**config.mk**
```make
export PLATFORM = sky130hd
export DESIGN_NAME = multicycle_control_fsm
export DESIGN_NICKNAME = d
export VERILOG_FILES = /design/src/rtl/multicycle_control_fsm_pkg.sv /design/src/rtl/multicycle_control_fsm_r_type_alu_decoder.sv /design/src/rtl/multicycle_control_fsm.sv
export SDC_FILE = /design/constraint.sdc
export NUM_CORES = 1
export LEC_CHECK = 0
export BUFFER_PORTS_ARGS = -buffer_cell sky130_fd_sc_hd__buf_2
export CAP_MARGIN = 20
export CORE_AREA = 2 2 41 43
export CTS_BUF_LIST = sky130_fd_sc_hd__clkbuf_16
export CTS_CLUSTER_DIAMETER = 30
export DETAILED_ROUTE_END_ITERATION = 12
export DIE_AREA = 0 0 43 45
export GPL_TIMING_DRIVEN = 0
export MAX_ROUTING_LAYER = met4
export PLACE_DENSITY = 0.85
export SETUP_SLACK_MARGIN = 0.1
export SLEW_MARGIN = 5
export SYNTH_ARGS = -nofsm -noshare
export SYNTH_HDL_FRONTEND = slang
export SYNTH_SLANG_ARGS = --single-unit
```
**constraint.sdc**
```tcl
create_clock -name clk -period 2 [get_ports clk]
set_input_delay 0.3 -clock clk [delete_from_list [all_inputs] [get_ports clk]]
set_output_delay 0.3 -clock clk [all_outputs]
set_load 0.01 [all_outputs]
```
**src/rtl/multicycle_control_fsm_pkg.sv**
```systemverilog
// Shared encodings for the multi-cycle RV32 control sequencer: opcodes, ALU codes,
// funct keys, FSM states and instruction classes.
package multicycle_control_fsm_pkg;

  localparam logic [6:0] OPC_R   = 7'b0110011;
  localparam logic [6:0] OPC_LW  = 7'b0000011;
  localparam logic [6:0] OPC_SW  = 7'b0100011;
  localparam logic [6:0] OPC_BEQ = 7'b1100011;

  localparam logic [3:0] ALU_AND = 4'b0000;
  localparam logic [3:0] ALU_OR  = 4'b0001;
  localparam logic [3:0] ALU_ADD = 4'b0010;
  localparam logic [3:0] ALU_SUB = 4'b0110;
  localparam logic [3:0] ALU_SLL = 4'b1000;
  localparam logic [3:0] ALU_SRL = 4'b1001;

  // R-type keys are {funct_7_5, funct3}
  localparam logic [3:0] FN_ADD = 4'b0000;
  localparam logic [3:0] FN_SUB = 4'b1000;
  localparam logic [3:0] FN_AND = 4'b0111;
  localparam logic [3:0] FN_OR  = 4'b0110;
  localparam logic [3:0] FN_SLL = 4'b0001;
  localparam logic [3:0] FN_SRL = 4'b0101;

  localparam logic [2:0] F3_BEQ = 3'b000;
  localparam logic [2:0] F3_LW  = 3'b010;
  localparam logic [2:0] F3_SW  = 3'b010;

  typedef enum logic [2:0] {
    ST_IDLE   = 3'd0,
    ST_FETCH  = 3'd1,
    ST_DECODE = 3'd2,
    ST_EXEC   = 3'd3,
    ST_MEM    = 3'd4,
    ST_WB     = 3'd5,
    ST_HALT   = 3'd6
  } state_e;

  typedef enum logic [2:0] {
    CLS_NONE = 3'd0,
    CLS_R    = 3'd1,
    CLS_LW   = 3'd2,
    CLS_SW   = 3'd3,
    CLS_BEQ  = 3'd4,
    CLS_ILL  = 3'd5
  } class_e;

  function automatic class_e decode_class(input logic [6:0] opcode,
                                          input logic [2:0] funct3,
                                          input logic       r_legal);
    class_e c;
    case (opcode)
      OPC_R:   c = r_legal ? CLS_R : CLS_ILL;
      OPC_LW:  c = (funct3 == F3_LW)  ? CLS_LW  : CLS_ILL;
      OPC_SW:  c = (funct3 == F3_SW)  ? CLS_SW  : CLS_ILL;
      OPC_BEQ: c = (funct3 == F3_BEQ) ? CLS_BEQ : CLS_ILL;
      default: c = CLS_ILL;
    endcase
    return c;
  endfunction

endpackage

```
**src/rtl/multicycle_control_fsm_r_type_alu_decoder.sv**
```systemverilog
// Combinational R-type decoder: {funct_7_5, funct3} -> ALU operation plus a legal bit.
module r_type_alu_decoder
  import multicycle_control_fsm_pkg::*;
(
  input  logic       funct_7_5,
  input  logic [2:0] funct3,
  output logic [3:0] alu_operation,
  output logic       legal
);

  always_comb begin
    alu_operation = ALU_ADD;
    legal         = 1'b1;
    case ({funct_7_5, funct3})
      FN_ADD:  alu_operation = ALU_ADD;
      FN_SUB:  alu_operation = ALU_SUB;
      FN_AND:  alu_operation = ALU_AND;
      FN_OR:   alu_operation = ALU_OR;
      FN_SLL:  alu_operation = ALU_SLL;
      FN_SRL:  alu_operation = ALU_SRL;
      default: legal         = 1'b0;
    endcase
  end

endmodule

```
**src/rtl/multicycle_control_fsm.sv**
```systemverilog
// Multi-cycle RV32 control sequencer (FETCH/DECODE/EXEC/MEM/WB) with req/ack memories.
// Optional MEM_TIMEOUT_EN adds a bounded ack wait that traps into a sticky HALT state.
module multicycle_control_fsm
  import multicycle_control_fsm_pkg::*;
#(
  parameter int unsigned TIMEOUT_CYCLES = 16
) (
  input  logic       clk,
  input  logic       rst_n,
  input  logic [6:0] opcode,
  input  logic [2:0] funct3,
  input  logic       funct_7_5,
  input  logic       alu_zero,
  input  logic       imem_ack,
  input  logic       dmem_ack,
  output logic       imem_req,
  output logic       dmem_req,
  output logic       dmem_we,
  output logic       ir_write,
  output logic       pc_write,
  output logic       pc_src,
  output logic       alu_src,
  output logic       wb_sel,
  output logic       reg_write,
  output logic [3:0] alu_operation,
  output logic       illegal_instr,
  output logic       mem_fault,
  output state_e     fsm_state
);

  state_e     state_q, state_d;
  class_e     class_q, dec_class;
  logic [3:0] r_op;
  logic       r_legal;
  logic       expired;

  r_type_alu_decoder u_r_dec (
    .funct_7_5     (funct_7_5),
    .funct3        (funct3),
    .alu_operation (r_op),
    .legal         (r_legal)
  );

  assign dec_class = decode_class(opcode, funct3, r_legal);
  assign fsm_state = state_q;

`ifdef MEM_TIMEOUT_EN
  localparam int unsigned CW = $clog2(TIMEOUT_CYCLES + 1);
  logic [CW-1:0] wait_q;
  logic          waiting;

  // Any non-waiting cycle clears the count, so entry to FETCH/MEM always starts at zero.
  assign waiting = ((state_q == ST_FETCH) && !imem_ack) ||
                   ((state_q == ST_MEM)   && !dmem_ack);
  assign expired = waiting && (wait_q == CW'(TIMEOUT_CYCLES - 1));

  always_ff @(posedge clk) begin
    if (!rst_n)       wait_q <= '0;
    else if (waiting) wait_q <= wait_q + 1'b1;
    else              wait_q <= '0;
  end

  assign mem_fault = (state_q == ST_HALT);
`else
  logic unused_timeout;
  assign unused_timeout = |TIMEOUT_CYCLES;
  assign expired        = 1'b0;
  assign mem_fault      = 1'b0;
`endif

  always_ff @(posedge clk) begin
    if (!rst_n) begin
      state_q <= ST_IDLE;
      class_q <= CLS_NONE;
    end else begin
      state_q <= state_d;
      if (state_q == ST_DECODE) class_q <= dec_class;
    end
  end

  always_comb begin
    state_d = state_q;
    case (state_q)
      ST_IDLE:   state_d = ST_FETCH;
      ST_FETCH: begin
        if (imem_ack)     state_d = ST_DECODE;
        else if (expired) state_d = ST_HALT;
      end
      ST_DECODE: state_d = (dec_class == CLS_ILL) ? ST_FETCH : ST_EXEC;
      ST_EXEC: begin
        case (class_q)
          CLS_R:          state_d = ST_WB;
          CLS_LW, CLS_SW: state_d = ST_MEM;
          default:        state_d = ST_FETCH;
        endcase
      end
      ST_MEM: begin
        if (dmem_ack)     state_d = (class_q == CLS_LW) ? ST_WB : ST_FETCH;
        else if (expired) state_d = ST_HALT;
      end
      ST_WB:     state_d = ST_FETCH;
      ST_HALT:   state_d = ST_HALT;
      default:   state_d = ST_IDLE;
    endcase
  end

  always_comb begin
    imem_req      = 1'b0;
    dmem_req      = 1'b0;
    dmem_we       = 1'b0;
    ir_write      = 1'b0;
    pc_write      = 1'b0;
    pc_src        = 1'b0;
    alu_src       = 1'b0;
    wb_sel        = 1'b0;
    reg_write     = 1'b0;
    alu_operation = ALU_ADD;
    illegal_instr = 1'b0;
    case (state_q)
      ST_FETCH: begin
        imem_req = 1'b1;
        ir_write = imem_ack;
      end
      // The class is not latched yet here, so the live decode drives the illegal retire.
      ST_DECODE: begin
        if (dec_class == CLS_ILL) begin
          illegal_instr = 1'b1;
          pc_write      = 1'b1;
        end
      end
      ST_EXEC: begin
        case (class_q)
          CLS_R:          alu_operation = r_op;
          CLS_LW, CLS_SW: alu_src = 1'b1;
          CLS_BEQ: begin
            alu_operation = ALU_SUB;
            pc_write      = 1'b1;
            pc_src        = alu_zero;
          end
          default: ;
        endcase
      end
      ST_MEM: begin
        dmem_req = 1'b1;
        dmem_we  = (class_q == CLS_SW);
        pc_write = (class_q == CLS_SW) && dmem_ack;
      end
      ST_WB: begin
        reg_write = 1'b1;
        wb_sel    = (class_q == CLS_LW);
        pc_write  = 1'b1;
      end
      default: ;
    endcase
  end

endmodule

```
==> reports/metrics.cfg <==
[hold_path]
hp-class = in -> reg
hp-start = rst_n
holdPathEnd = fsm_state[0]
whs_path_depth = 3

[global_routing]
grt_pass1_wl_um = 3110
grt_pass1_vias = 781
grt_overflow = 0
antenna_found_initial = 0
grt_max_degree = 11
grt_use_total_pct = 21.9

[worst_setup_path]
reg2reg_slack_ns = 0.71
worst-path-buf-inv = 1
crit_path_top_delay_cell = or4b_4
crit_path_start_kind = flip-flop
slowest_delay_ns = 0.50
r2r-end = fsm_state[1]
rr_startpoint = fsm_state[2]
crit_fanout = 3
cp-end-kind = output port
critical_path_depth = 5
critPathTopFamily = simple AND/OR/NAND/NOR gates
arrival_ns = 1.78
path_cells = nand3b_1 -> or2_1 -> or4b_4 -> a21o_1 -> buf_2
reg2reg_depth = 6
worstSetupPathType = reg -> out
critical_path_required_ns = 1.70

[logic_synthesis]
synth.avg_cell_area_um2 = 6.75
synth_flop_cell = dfxtp_1
synth.distinct_cells = 38
synth_seq_cells = 6
syn_area_um2 = 581
yosysWarnings = 0
synthCells = 86
synth_edf_count = 0
syn-num-nets = 102
postSynth.asyncResetShare_pct = 0
synth-seq-area-share_pct = 20.7

[die]
dieArea_um2 = 1940
die_x_um = 43
io_pins = 34
dieHeight_um = 45
rows = 14
start_util_pct = 39.5
fp.coreArea_um2 = 1470

[cells_and_area]
fin_nets = 146
n_antenna_cell = 0
design_area_um2 = 952
final_cell_mix = buf_2, nor2_1, nand2_1, buf_4, o21ai_0
fin_cells = 144
drive_gt1_share_pct = 43.8
area_growth_pct = 64.0
final_common_cell = buf_2

[pwr]
p_seq_share_pct = 24.1
vdd_ir_drop_max_mv = 0.567
switchingPower_w = 0.000118
p_comb_share_pct = 17.6
cellPowerDensity_nw_per_um2 = 571
swShare_pct = 21.8
p_leak_nw = 0.453
internal-power_w = 0.000425
clkPwrFrac_pct = 58.3

[place]
numPortBuffers = 31
post-dp-hpwl_um = 1270
post_dp_cell_area_um2 = 756
gp_congestion = 0.782
placed_cells = 133

[route]
final_antenna_net_count = 0
vias = 830
met1Wirelength_um = 702
avgRoutedWirePerCell_um = 13.3
firstDrtPassIters = 4
dr_wl_met2_um = 990
routed_wl_um = 1920
wl_met3_um = 151
viasPerCell = 5.76
drt_iter0_markers = 30
top_layer_used = met4
drc = 0

[timing]
finClkSkew_ns = 0.000372
hold_viol = 0
period_minus_slack_ns = 2.08
fmax_mhz = 481
setup_ws_ns = -0.0782
rsz0062_at_grt = yes
fin_crit_sh_pct = 104
finalMaxSlewViolations = 0
setup_viol_count_final = 3

[run_status]
outcome = finished, violations left
violations = setup timing

[clocking]
cts_max_level = 1
cts_buffers = 3
clk_pin_slew_worst_paths_ns = 0.03
clock_latency_ns = 0.23
root_buffer = clkbuf_16
cts_sinks = 6
cts_tree = built
ctsHoldBuffers = 0
clk_path_buf_depth = 2

[run]
max_cap_violations = 0

## worst register-to-register path: cells and delay by family, from the launching register on
| family | cells | cell delay, ns |
|---|---|---|
| buffers and inverters | 1 | 0.15 |
| DFF | 1 | 0.33 |
| AOI/OAI and AO/OA | 2 | 0.20 |
| and+or+nand+nor | 3 | 0.53 |
## metrics by stage
step	total power [W]	TNS [ns]	hold slack [ns]	util, %	setup WS (ns)
6_report	0.000543	-0.104	0.351	64.7	-0.0782
5_1_grt	0.000572	-0.324	0.364	64.7	-0.136
4_1_cts	0.000544	-0.0478	0.338	62.6	-0.0478
3_5_place_dp	0.000212	-0.000586	0.526	51.4	-0.000586
3_3_place_gp	0.000209	0	0.524	51.4	0.0316
2_1_floorplan	0.000177	0	0.416	-	0.219
## Yosys cell counts (2+ instances only)
master / number / area [um^2]
nor2_1: 11 / 41.3
o21ai_0: 6 / 30.0
and2_1: 2 / 12.5
nand2_1: 7 / 26.3
a31oi_1: 3 / 18.8
or3_1: 2 / 12.5
a21oi_1: 5 / 25.0
nand3_1: 2 / 10.0
nor3_1: 5 / 25.0
inv_1: 4 / 15.0
nand2b_1: 4 / 25.0
and3_1: 3 / 18.8
dfxtp_1: 6 / 120
nor4b_1: 2 / 17.5
## registers in the layout, indices dropped and copies added (netlist names)
register / count
fsm_state: 3
class_q: 3
## how the worst max path moves through the flow
stage | start | end | slack [ns]
2_1_floorplan | fsm_state[0] | alu_operation[0] | 0.22
3_3_place_gp | opcode[4] | pc_write | 0.03
3_5_place_dp | opcode[4] | pc_write | -0.0006
4_1_cts | fsm_state[2] | alu_operation[1] | -0.05
5_1_grt | fsm_state[2] | alu_operation[1] | -0.14
6_report | fsm_state[2] | alu_operation[1] | -0.08
## cell type report
type                    count  area, um^2
flip-flops and latches      6         129
well taps                  16        20.0
repair buffers             39         245
fillers                   124         519
clock buffers               3        75.1
plain buffers               3        17.5
multi-input cells          72         444
inverters                   5        21.3
## power groups by stage
| stage | Clock (W) | Combinational [W] | Sequential (W) |
|---|---|---|---|
| after global placement | 0 | 0.0000765 | 0.000133 |
| after CTS | 0.000324 | 0.0000897 | 0.000131 |
| after global routing | 0.000335 | 0.000104 | 0.000132 |
| after floorplan | 0 | 0.0000442 | 0.000132 |
| after detailed placement | 0 | 0.0000792 | 0.000133 |
| final | 0.000317 | 0.0000956 | 0.000131 |
## layer usage
| metal | global-route usage [%] | up-vias |
|---|---|---|
| li1 | - | 394 |
| met1 | 21.5 | 374 |
| met2 | 38.5 | 52 |
| met3 | 4.00 | 10 |
| met4 | 17.0 | 0 |
| met5 | - | - |
## logic make-up (layout without fill, tap and decap cells)
logic type	Yosys count	in the layout	share of synthesized area, %
compound gates	24	24	27.6
xor+xnor	1	1	1.51
buf+inv	8	50	6.03
flops	6	6	20.7
other cells	1	1	0.646
simple gates	46	46	43.5
## timing repair
action                                  4_1_cts  5_1_grt
endpoints found under the setup margin        5        7
gates resized for setup                       9       12
gates cloned                                  0        0
pin swaps                                     4        3
setup buffers                                 9        2
Note: power is estimated with default switching activity, not from simulation.
